$ cat config.mk
export PLATFORM = sky130hd
export DESIGN_NAME = widemux_arbiter_flat
export DESIGN_NICKNAME = d
export VERILOG_FILES = /design/src/rtl/widemux_arbiter_if.sv /design/src/rtl/widemux_arbiter.sv /design/src/flat_wrapper.sv
export SDC_FILE = /design/constraint.sdc
export NUM_CORES = 1
export LEC_CHECK = 0
export CAP_MARGIN = 20
export CORE_UTILIZATION = 45
export DETAILED_ROUTE_END_ITERATION = 7
export PLACE_DENSITY = 0.69
export SLEW_MARGIN = 15
export SYNTH_ARGS = -nofsm -noshare
export SYNTH_HDL_FRONTEND = slang
export SYNTH_SLANG_ARGS = --single-unit
$ cat constraint.sdc
create_clock -name clk -period 4.5 [get_ports clk]
set_input_delay 0.675 -clock clk [delete_from_list [all_inputs] [get_ports clk]]
set_output_delay 0.675 -clock clk [all_outputs]
set_load 0.02 [all_outputs]
$ cat src/rtl/widemux_arbiter_if.sv
// Bundle of requester-side, mux-side and consumer-side signals of the wide-mux arbiter.
interface widemux_arbiter_if;
    logic [7:0] req;
    logic [7:0] last;
    logic [7:0] mux_out;
    logic [2:0] sel;
    logic [7:0] grant;
    logic       xfer;
    logic       out_valid;
    logic [7:0] out_data;
    logic [2:0] out_src;
    logic       out_last;
    logic       out_trunc;
    logic       out_ready;

    modport master (
        input  req, last, mux_out, out_ready,
        output sel, grant, xfer, out_valid, out_data, out_src, out_last, out_trunc
    );

    modport slave (
        output req, last, mux_out, out_ready,
        input  sel, grant, xfer, out_valid, out_data, out_src, out_last, out_trunc
    );
endinterface

$ cat src/rtl/widemux_arbiter.sv
// Round-robin arbiter for the shared 8-input byte mux: holds the grant for a burst and
// registers the selected byte into a valid/ready output stage.
module widemux_arbiter #(
    parameter int unsigned MAX_BEATS = 16
) (
    input logic               clk,
    input logic               reset,
    widemux_arbiter_if.master bus
);
    typedef enum logic [0:0] {StIdle, StBusy} state_e;

    localparam logic [7:0] LastCnt = 8'(MAX_BEATS - 1);

    state_e     state_q, state_d;
    logic [2:0] gidx_q, gidx_d;
    logic [2:0] ptr_q, ptr_d;
    logic [7:0] beat_cnt_q, beat_cnt_d;
    logic       out_valid_q, out_valid_d;
    logic [7:0] out_data_q, out_data_d;
    logic [2:0] out_src_q, out_src_d;
    logic       out_last_q, out_last_d;
    logic       out_trunc_q, out_trunc_d;

    logic       busy, can_load, xfer, beat_end, rel;
    logic [7:0] gmask, others;

    // First set bit of mask scanning upward from start with mod-8 wrap.
    function automatic logic [2:0] pick(input logic [7:0] mask, input logic [2:0] start);
        logic [2:0] res;
        logic [2:0] idx;
        logic       found;
        res   = start;
        found = 1'b0;
        for (int i = 0; i < 8; i++) begin
            idx = start + 3'(i);
            if (!found && mask[idx]) begin
                res   = idx;
                found = 1'b1;
            end
        end
        return res;
    endfunction

    always_comb begin
        busy     = (state_q == StBusy);
        gmask    = 8'b1 << gidx_q;
        can_load = !out_valid_q || bus.out_ready;
        xfer     = busy && bus.req[gidx_q] && can_load;
        beat_end = bus.last[gidx_q] || (beat_cnt_q == LastCnt);
        // A drop (req withdrawn) releases without moving a beat.
        rel      = busy && (!bus.req[gidx_q] || (xfer && beat_end));
        others   = bus.req & ~gmask;
    end

    always_comb begin
        state_d    = state_q;
        gidx_d     = gidx_q;
        ptr_d      = ptr_q;
        beat_cnt_d = beat_cnt_q;
        case (state_q)
            StIdle: begin
                if (|bus.req) begin
                    gidx_d     = pick(bus.req, ptr_q);
                    beat_cnt_d = '0;
                    state_d    = StBusy;
                end
            end
            StBusy: begin
                if (xfer) begin
                    beat_cnt_d = beat_cnt_q + 8'd1;
                end
                if (rel) begin
                    ptr_d      = gidx_q + 3'd1;
                    beat_cnt_d = '0;
                    // Others first; otherwise a still-requesting owner starts a new burst.
                    if (|others) begin
                        gidx_d = pick(others, gidx_q + 3'd1);
                    end else if (!bus.req[gidx_q]) begin
                        state_d = StIdle;
                    end
                end
            end
            default: state_d = StIdle;
        endcase
    end

    always_comb begin
        out_valid_d = out_valid_q;
        out_data_d  = out_data_q;
        out_src_d   = out_src_q;
        out_last_d  = out_last_q;
        out_trunc_d = out_trunc_q;
        if (xfer) begin
            out_valid_d = 1'b1;
            out_data_d  = bus.mux_out;
            out_src_d   = gidx_q;
            out_last_d  = beat_end;
            out_trunc_d = beat_end && !bus.last[gidx_q];
        end else if (out_valid_q && bus.out_ready) begin
            out_valid_d = 1'b0;
        end
    end

    always_ff @(posedge clk) begin
        if (reset) begin
            state_q     <= StIdle;
            gidx_q      <= '0;
            ptr_q       <= '0;
            beat_cnt_q  <= '0;
            out_valid_q <= 1'b0;
            out_data_q  <= '0;
            out_src_q   <= '0;
            out_last_q  <= 1'b0;
            out_trunc_q <= 1'b0;
        end else begin
            state_q     <= state_d;
            gidx_q      <= gidx_d;
            ptr_q       <= ptr_d;
            beat_cnt_q  <= beat_cnt_d;
            out_valid_q <= out_valid_d;
            out_data_q  <= out_data_d;
            out_src_q   <= out_src_d;
            out_last_q  <= out_last_d;
            out_trunc_q <= out_trunc_d;
        end
    end

    assign bus.grant     = busy ? gmask : 8'h00;
    assign bus.sel       = busy ? gidx_q : 3'd0;
    assign bus.xfer      = xfer;
    assign bus.out_valid = out_valid_q;
    assign bus.out_data  = out_data_q;
    assign bus.out_src   = out_src_q;
    assign bus.out_last  = out_last_q;
    assign bus.out_trunc = out_trunc_q;
endmodule

$ cat src/flat_wrapper.sv
// flat-port wrapper written by rule: the top's interface ports become plain ports
module widemux_arbiter_flat 
#(
    parameter int unsigned MAX_BEATS = 16
)
  (clk, reset, bus_req, bus_last, bus_mux_out, bus_out_ready, bus_sel, bus_grant, bus_xfer, bus_out_valid, bus_out_data, bus_out_src, bus_out_last, bus_out_trunc);
  widemux_arbiter_if bus_i ();
  input logic clk;
  input logic reset;
  input wire logic [$bits(bus_i.req)-1:0] bus_req;
  input wire logic [$bits(bus_i.last)-1:0] bus_last;
  input wire logic [$bits(bus_i.mux_out)-1:0] bus_mux_out;
  input wire logic [$bits(bus_i.out_ready)-1:0] bus_out_ready;
  output wire logic [$bits(bus_i.sel)-1:0] bus_sel;
  output wire logic [$bits(bus_i.grant)-1:0] bus_grant;
  output wire logic [$bits(bus_i.xfer)-1:0] bus_xfer;
  output wire logic [$bits(bus_i.out_valid)-1:0] bus_out_valid;
  output wire logic [$bits(bus_i.out_data)-1:0] bus_out_data;
  output wire logic [$bits(bus_i.out_src)-1:0] bus_out_src;
  output wire logic [$bits(bus_i.out_last)-1:0] bus_out_last;
  output wire logic [$bits(bus_i.out_trunc)-1:0] bus_out_trunc;
  assign bus_i.req = bus_req;
  assign bus_i.last = bus_last;
  assign bus_i.mux_out = bus_mux_out;
  assign bus_i.out_ready = bus_out_ready;
  assign bus_sel = bus_i.sel;
  assign bus_grant = bus_i.grant;
  assign bus_xfer = bus_i.xfer;
  assign bus_out_valid = bus_i.out_valid;
  assign bus_out_data = bus_i.out_data;
  assign bus_out_src = bus_i.out_src;
  assign bus_out_last = bus_i.out_last;
  assign bus_out_trunc = bus_i.out_trunc;
  widemux_arbiter #(.MAX_BEATS(MAX_BEATS)) u_core (.clk(clk), .reset(reset), .bus(bus_i));
endmodule
# == After elaboration in Yosys (flattened, before gate mapping) ==
# Cells that the tools add are included.
# Widths: inputs -> output; s select.
# word_totals
wordCells,213
reg_bits,29
output_inout_bits,26
inputBits,27
# classes
n_mux,116
bitwise_logic,3
n_addsub,16
eq_ne,5
order_cmp,17
n_reduce_logical,46
shifts,1
# ops
cell,n
$mux 1,73
$lt 3x4->1 const B,17
$bmux 1 s3,18
$mux 3,18
$mux 8,4
$add 3x3->3 const B,8
$logic_and 1x1->1,20
$logic_not 1->1,17
$pmux 8 s2,1
$reduce_or 8->1,2
$add 3x2->3 const B,4
$add 3x1->3 const B,3
$add 8x1->8 const B,1
$and 8x8->8,1
$eq 8x4->1 const B,1
$not 8->8,1
$shl 1x3->8 const A,1
$pmux 3 s2,1
$ne 2x2->1 const B,2
$reduce_and 2->1,2
$logic_or 1x1->1,3
$ne 3x3->1 const B,1
$reduce_and 3->1,1
$ne 2x1->1 const B,1
other kinds (3),3

# == Logic depth before layout (Yosys ltp) ==
# logic_depth
depth_word,51
depth_mapped,13
ltp_nobuf,10

# == Worst setup path after synthesis ==
# OpenSTA, ideal clock, no wires.
# synth_timing
path_type,flip-flop to flip-flop
from,register u_core.ptr_q[1]
to,register u_core.gidx_q[1]
path_slack_ns,1.284
period_less_slack_ns,3.216
arrival_time_ns,3.139
path_stages_with_launch,13
t_required_ns,4.422
cell_sequence,dfxtp_1 -> clkbuf_1 -> inv_1 -> ha_1 -> buf_2 -> mux4_2 -> mux2_2 -> o32a_1 -> nor2_1 -> and3_1 -> a211oi_1 -> a41o_1 -> nor3_1
# synth_between
elab_chain_cells,40
word_cells_on_any_way,67
cone_classes,add/sub (7); mux (46); reduce/logical (14)
# synth_rtl
item,line_no,source
"start, declared",widemux_arbiter.sv:16,"logic [2:0] ptr_q, ptr_d;"
"start signal, assigned",widemux_arbiter.sv:118,ptr_q <= ptr_d;
$bmux 1 s3,widemux_arbiter.sv:36,if (!found && mask[idx]) begin
$mux 1 (not written as such),widemux_arbiter.sv:36,
$mux 1,widemux_arbiter.sv:36,
$mux 1,widemux_arbiter.sv:62,if (|bus.req) begin
$mux 1,widemux_arbiter.sv:60,case (state_q)
$logic_not 1->1,widemux_arbiter.sv:36,
$logic_and 1x1->1,widemux_arbiter.sv:36,
$mux 1,widemux_arbiter.sv:36,
[24 not listed],-,
$mux 1,widemux_arbiter.sv:36,
$mux 1,widemux_arbiter.sv:62,
$mux 1,widemux_arbiter.sv:60,
$logic_not 1->1,widemux_arbiter.sv:36,
$logic_and 1x1->1,widemux_arbiter.sv:36,
$mux 3 *,widemux_arbiter.sv:36,
$mux 3 *,widemux_arbiter.sv:62,
$pmux 3 s2 *,widemux_arbiter.sv:60,
"end signal, assigned",widemux_arbiter.sv:117,gidx_q <= gidx_d;
"end, declared",widemux_arbiter.sv:15,"logic [2:0] gidx_q, gidx_d;"
# Mark *: on every way between the ends. The rest lies on a longest branch, timed or not. The select of a mux whose other input is x is not followed.
# A chain may end at the register's enable or synchronous reset.

# == Worst setup path after layout ==
# layout_timing
from,input bus_req[5]
to,output bus_xfer
# layout_between
elab_chain_cells,4
# layout_rtl
item,line_no,source
"start, declared",flat_wrapper.sv:10,input wire logic [$bits(bus_i.req)-1:0] bus_req;
$bmux 1 s3,widemux_arbiter.sv:48,xfer = busy && bus.req[gidx_q] && can_load;
$mux 1 (not written as such),widemux_arbiter.sv:48,
$logic_and 1x1->1 (2 in a row),widemux_arbiter.sv:48,
"end, declared",flat_wrapper.sv:16,output wire logic [$bits(bus_i.xfer)-1:0] bus_xfer;
# Every way passes these cells. The select of a mux whose other input is x is not followed.

==> impl_metrics.json <==
{
  "status": "finished, violations left",
  "violations": "DRC",
  "period_share": 0.882,
  "async_flop_share": 0,
  "cts.hold.buffers_added": 0,
  "synth_area_um2": 3350,
  "maxCapViolations": 0,
  "placed_area_um2": 3830,
  "crit_arrival_ps": 3290,
  "postRouteAntennaNets": 0,
  "fp.coreArea_um2": 7210,
  "min_path_type": "reg -> reg",
  "path_clk_slew_ps": 60,
  "fillers": 693,
  "grt_max_degree": 26,
  "crit_family": "buffers and inverters",
  "pwr-share-comb": 0.761,
  "reg2reg_from": "u_core.gidx_q[0]",
  "netlist_instances": 399,
  "design_area_um2": 3920,
  "layout-drive-gt1-share": 0.137,
  "p_switching_mw": 1.13,
  "hold_viol": 0,
  "antenna_found_initial": 0,
  "clkSinkCount": 29,
  "cp-startpoint": "bus_req[5]",
  "io_pins": 53,
  "powerDensity_nw_per_um2": 588,
  "rows": 31,
  "seq_area_frac_synth": 0.173,
  "cts.path.max_buffers": 2,
  "synth_edf_count": 0,
  "maxSlewViolCount": 0,
  "cts_tree": "built",
  "p_clk_frac": 0.092,
  "htree_levels": 2,
  "firstDrtPassIters": 8,
  "stdcell_count": 537,
  "dpl.hpwl_um": 6410,
  "numPortBuffers": 52,
  "clkLatencyLatePin_ps": 270,
  "yosys_register_bits": 29,
  "placedCellCount": 530,
  "path_buf_inv": 3,
  "grt_pass1_vias": 2729,
  "yosysWarnings": 0,
  "critPathCaptureType": "primary output",
  "min_period_ps": 3970,
  "setup_viol": 0,
  "slowest_stage": "clkdlybuf4s50_1",
  "final_nets": 476,
  "syn_to_final_growth_pct": 16.9,
  "gp_congestion": 0.943,
  "track_usage": 0.223,
  "post_cts_buffers": 0,
  "slew_headroom": 0.533,
  "syn_nets": 437,
  "setup_tns_ps": 0,
  "tightest_slew_ps": 701,
  "startpoint_type": "input pin",
  "p_int_mw": 1.17,
  "post_cts_resized": 0,
  "synth_ff_type": "dfxtp_1",
  "grt_pass1_wl_um": 13800,
  "clock_skew_ps": 3.75,
  "path_cells": "clkdlybuf4s50_1 > mux2i_4 > mux4_2 > nand2b_1 > nand2b_1 > clkinv_1 > clkdlybuf4s50_1",
  "antenna_cells": 0,
  "route.detailed.drc": 2,
  "leakagePower_nw": 1.43,
  "holdWs_ps": 456,
  "die_w_um": 88.3,
  "cp.required_ps": 3830,
  "clock.fmax_ghz": 0.252,
  "yosysUniqueCellTypes": 78,
  "swShare": 0.490,
  "peakVddDrop_mv": 0.306,
  "drt-total-wl_um": 8530,
  "hp-start": "u_core.bus.out_data[3]",
  "grt_setup_unrepaired": "no",
  "die_h_um": 88.3,
  "cts_root_buf": "clkbuf_8",
  "syn_area_per_cell_um2": 8.39,
  "power_frac_seq": 0.148,
  "vias_per_cell": 5.86,
  "grt-ovfl-total": 0,
  "dieArea_um2": 7790,
  "cts_buffers": 5,
  "drtIter0Drc": 258,
  "start_util": 0.464,
  "worstSetupPathType": "in -> out",
  "max_stage_delay_ps": 730,
  "cp_max_fo": 11,
  "post_drt_wl_per_cell_um": 15.9,
  "via_count": 3145
}
## worst paths after layout
check                            to  cells after the start  slack (ps)
max reg2reg        u_core.gidx_q[1]                     12         740
min          u_core.bus.out_data[3]                      2         460
max                        bus_xfer                      7         530
min reg2reg  u_core.bus.out_data[3]                      2         460
## area by class of cell
| class | instances | area, um2 | area share |
|---|---|---|---|
| clock buffers | 7 | 86.3 | 0.0221 |
| inverters | 11 | 41.3 | 0.0105 |
| multi-input cells | 330 | 2490 | 0.637 |
| repair buffers | 61 | 588 | 0.150 |
| well taps | 99 | 124 | 0.0316 |
| flip-flops and latches | 29 | 581 | 0.148 |
## synth_stat cells, types with 3 or more instances
| cell | n | area share |
|---|---|---|
| dfxtp_1 | 29 | 0.17 |
| nand4_1 | 4 | 0.0075 |
| o211ai_1 | 4 | 0.0090 |
| nor2b_1 | 7 | 0.013 |
| a31oi_1 | 8 | 0.015 |
| o32ai_1 | 3 | 0.0078 |
| xor2_1 | 9 | 0.024 |
| clkbuf_1 | 13 | 0.015 |
| mux2i_1 | 14 | 0.042 |
| nor2_1 | 40 | 0.045 |
| and3_1 | 6 | 0.011 |
| inv_1 | 10 | 0.011 |
| nor3_1 | 3 | 0.0045 |
| ha_1 | 11 | 0.041 |
| a21boi_0 | 5 | 0.011 |
| a21oi_1 | 30 | 0.045 |
| a22oi_1 | 3 | 0.0067 |
| nand2_1 | 43 | 0.048 |
| buf_2 | 4 | 0.0060 |
| clkbuf_8 | 6 | 0.025 |
| mux4_2 | 15 | 0.10 |
| a21o_1 | 4 | 0.0090 |
| mux2_2 | 10 | 0.034 |
| and2_1 | 8 | 0.015 |
| nand2b_1 | 10 | 0.019 |
| a21o_2 | 3 | 0.0078 |
| nand3_1 | 11 | 0.016 |
| nor3b_1 | 3 | 0.0067 |
| a211oi_1 | 5 | 0.011 |
| a2111oi_0 | 3 | 0.0078 |
| a32oi_1 | 3 | 0.0078 |
| xnor2_1 | 5 | 0.013 |
| nor4_1 | 4 | 0.0075 |
| o21ai_0 | 8 | 0.012 |
## layout by cell type, fill, tap and decap left out, drive strengths merged, types with 4 or more instances in the layout
cell / synthesis / final
mux2i: 15 / 15
buf: 8 / 9
a211oi: 5 / 5
xor2: 9 / 9
a31oi: 8 / 8
a21oi: 31 / 31
nor2: 40 / 40
mux4: 16 / 16
inv: 10 / 10
nand2: 44 / 44
ha: 11 / 11
clkbuf: 19 / 7
a2111oi: 4 / 4
xnor2: 5 / 5
nand2b: 10 / 10
nand4: 4 / 4
and3: 6 / 6
o211ai: 4 / 4
dfxtp: 29 / 29
nand3: 11 / 11
o21ai: 8 / 8
and2: 8 / 8
a21o: 7 / 7
mux2: 11 / 11
nor4: 4 / 4
nor2b: 7 / 7
a21boi: 5 / 5
clkdlybuf4s50: 0 / 52
## flip-flops by register name, summed over array words and instances, names as in the netlist
signal	flops
u_core.ptr_q	3
u_core.bus.out_last	1
u_core.bus.out_trunc	1
u_core.gidx_q	3
u_core.bus.out_data	8
u_core.bus.out_valid	1
u_core.beat_cnt_q	8
u_core.busy	1
u_core.bus.out_src	3
## through the flow
stage	utilization	power (mW)	setup slack (ps)
after detailed placement	0.531	2.07	566
after CTS	0.543	2.29	558
final	0.543	2.30	532
after global placement	0.531	2.05	624
after global routing	0.543	2.48	414
after floorplan	-	1.75	1280
## logic make-up (layout without fill, tap and decap cells)
logic type | count (synthesis) | count (layout) | synth area share
AND/OR/NAND/NOR | 152 | 152 | 0.228
AO/OA/AOI/OAI | 111 | 111 | 0.244
multiplexers | 42 | 42 | 0.195
buffers and inverters | 40 | 79 | 0.0815
flip-flops | 29 | 29 | 0.173
XOR/XNOR | 14 | 14 | 0.0366
adder cells (fa/ha/maj) | 11 | 11 | 0.0411
## tightest hold or removal path, stage by stage, from the launching register on
cell	delay [ps]
dfxtp_1	310
nand2_1	50
a21oi_1	50
## per-layer routing
metal	share of wire	global-route usage
met2	0.48	0.352
met3	0.047	0.0354
met4	0.0055	0.0425
met1	0.46	0.325
met5	0	0
## power groups by stage
stage | registers, mW | clock network [mW] | logic, mW
2_1_floorplan | 0.360 | 0 | 1.39
3_3_place_gp | 0.343 | 0 | 1.71
3_5_place_dp | 0.345 | 0 | 1.73
4_1_cts | 0.340 | 0.217 | 1.73
5_1_grt | 0.346 | 0.227 | 1.90
6_report | 0.340 | 0.211 | 1.75
No activity file was read; power rests on OpenSTA's default activity.
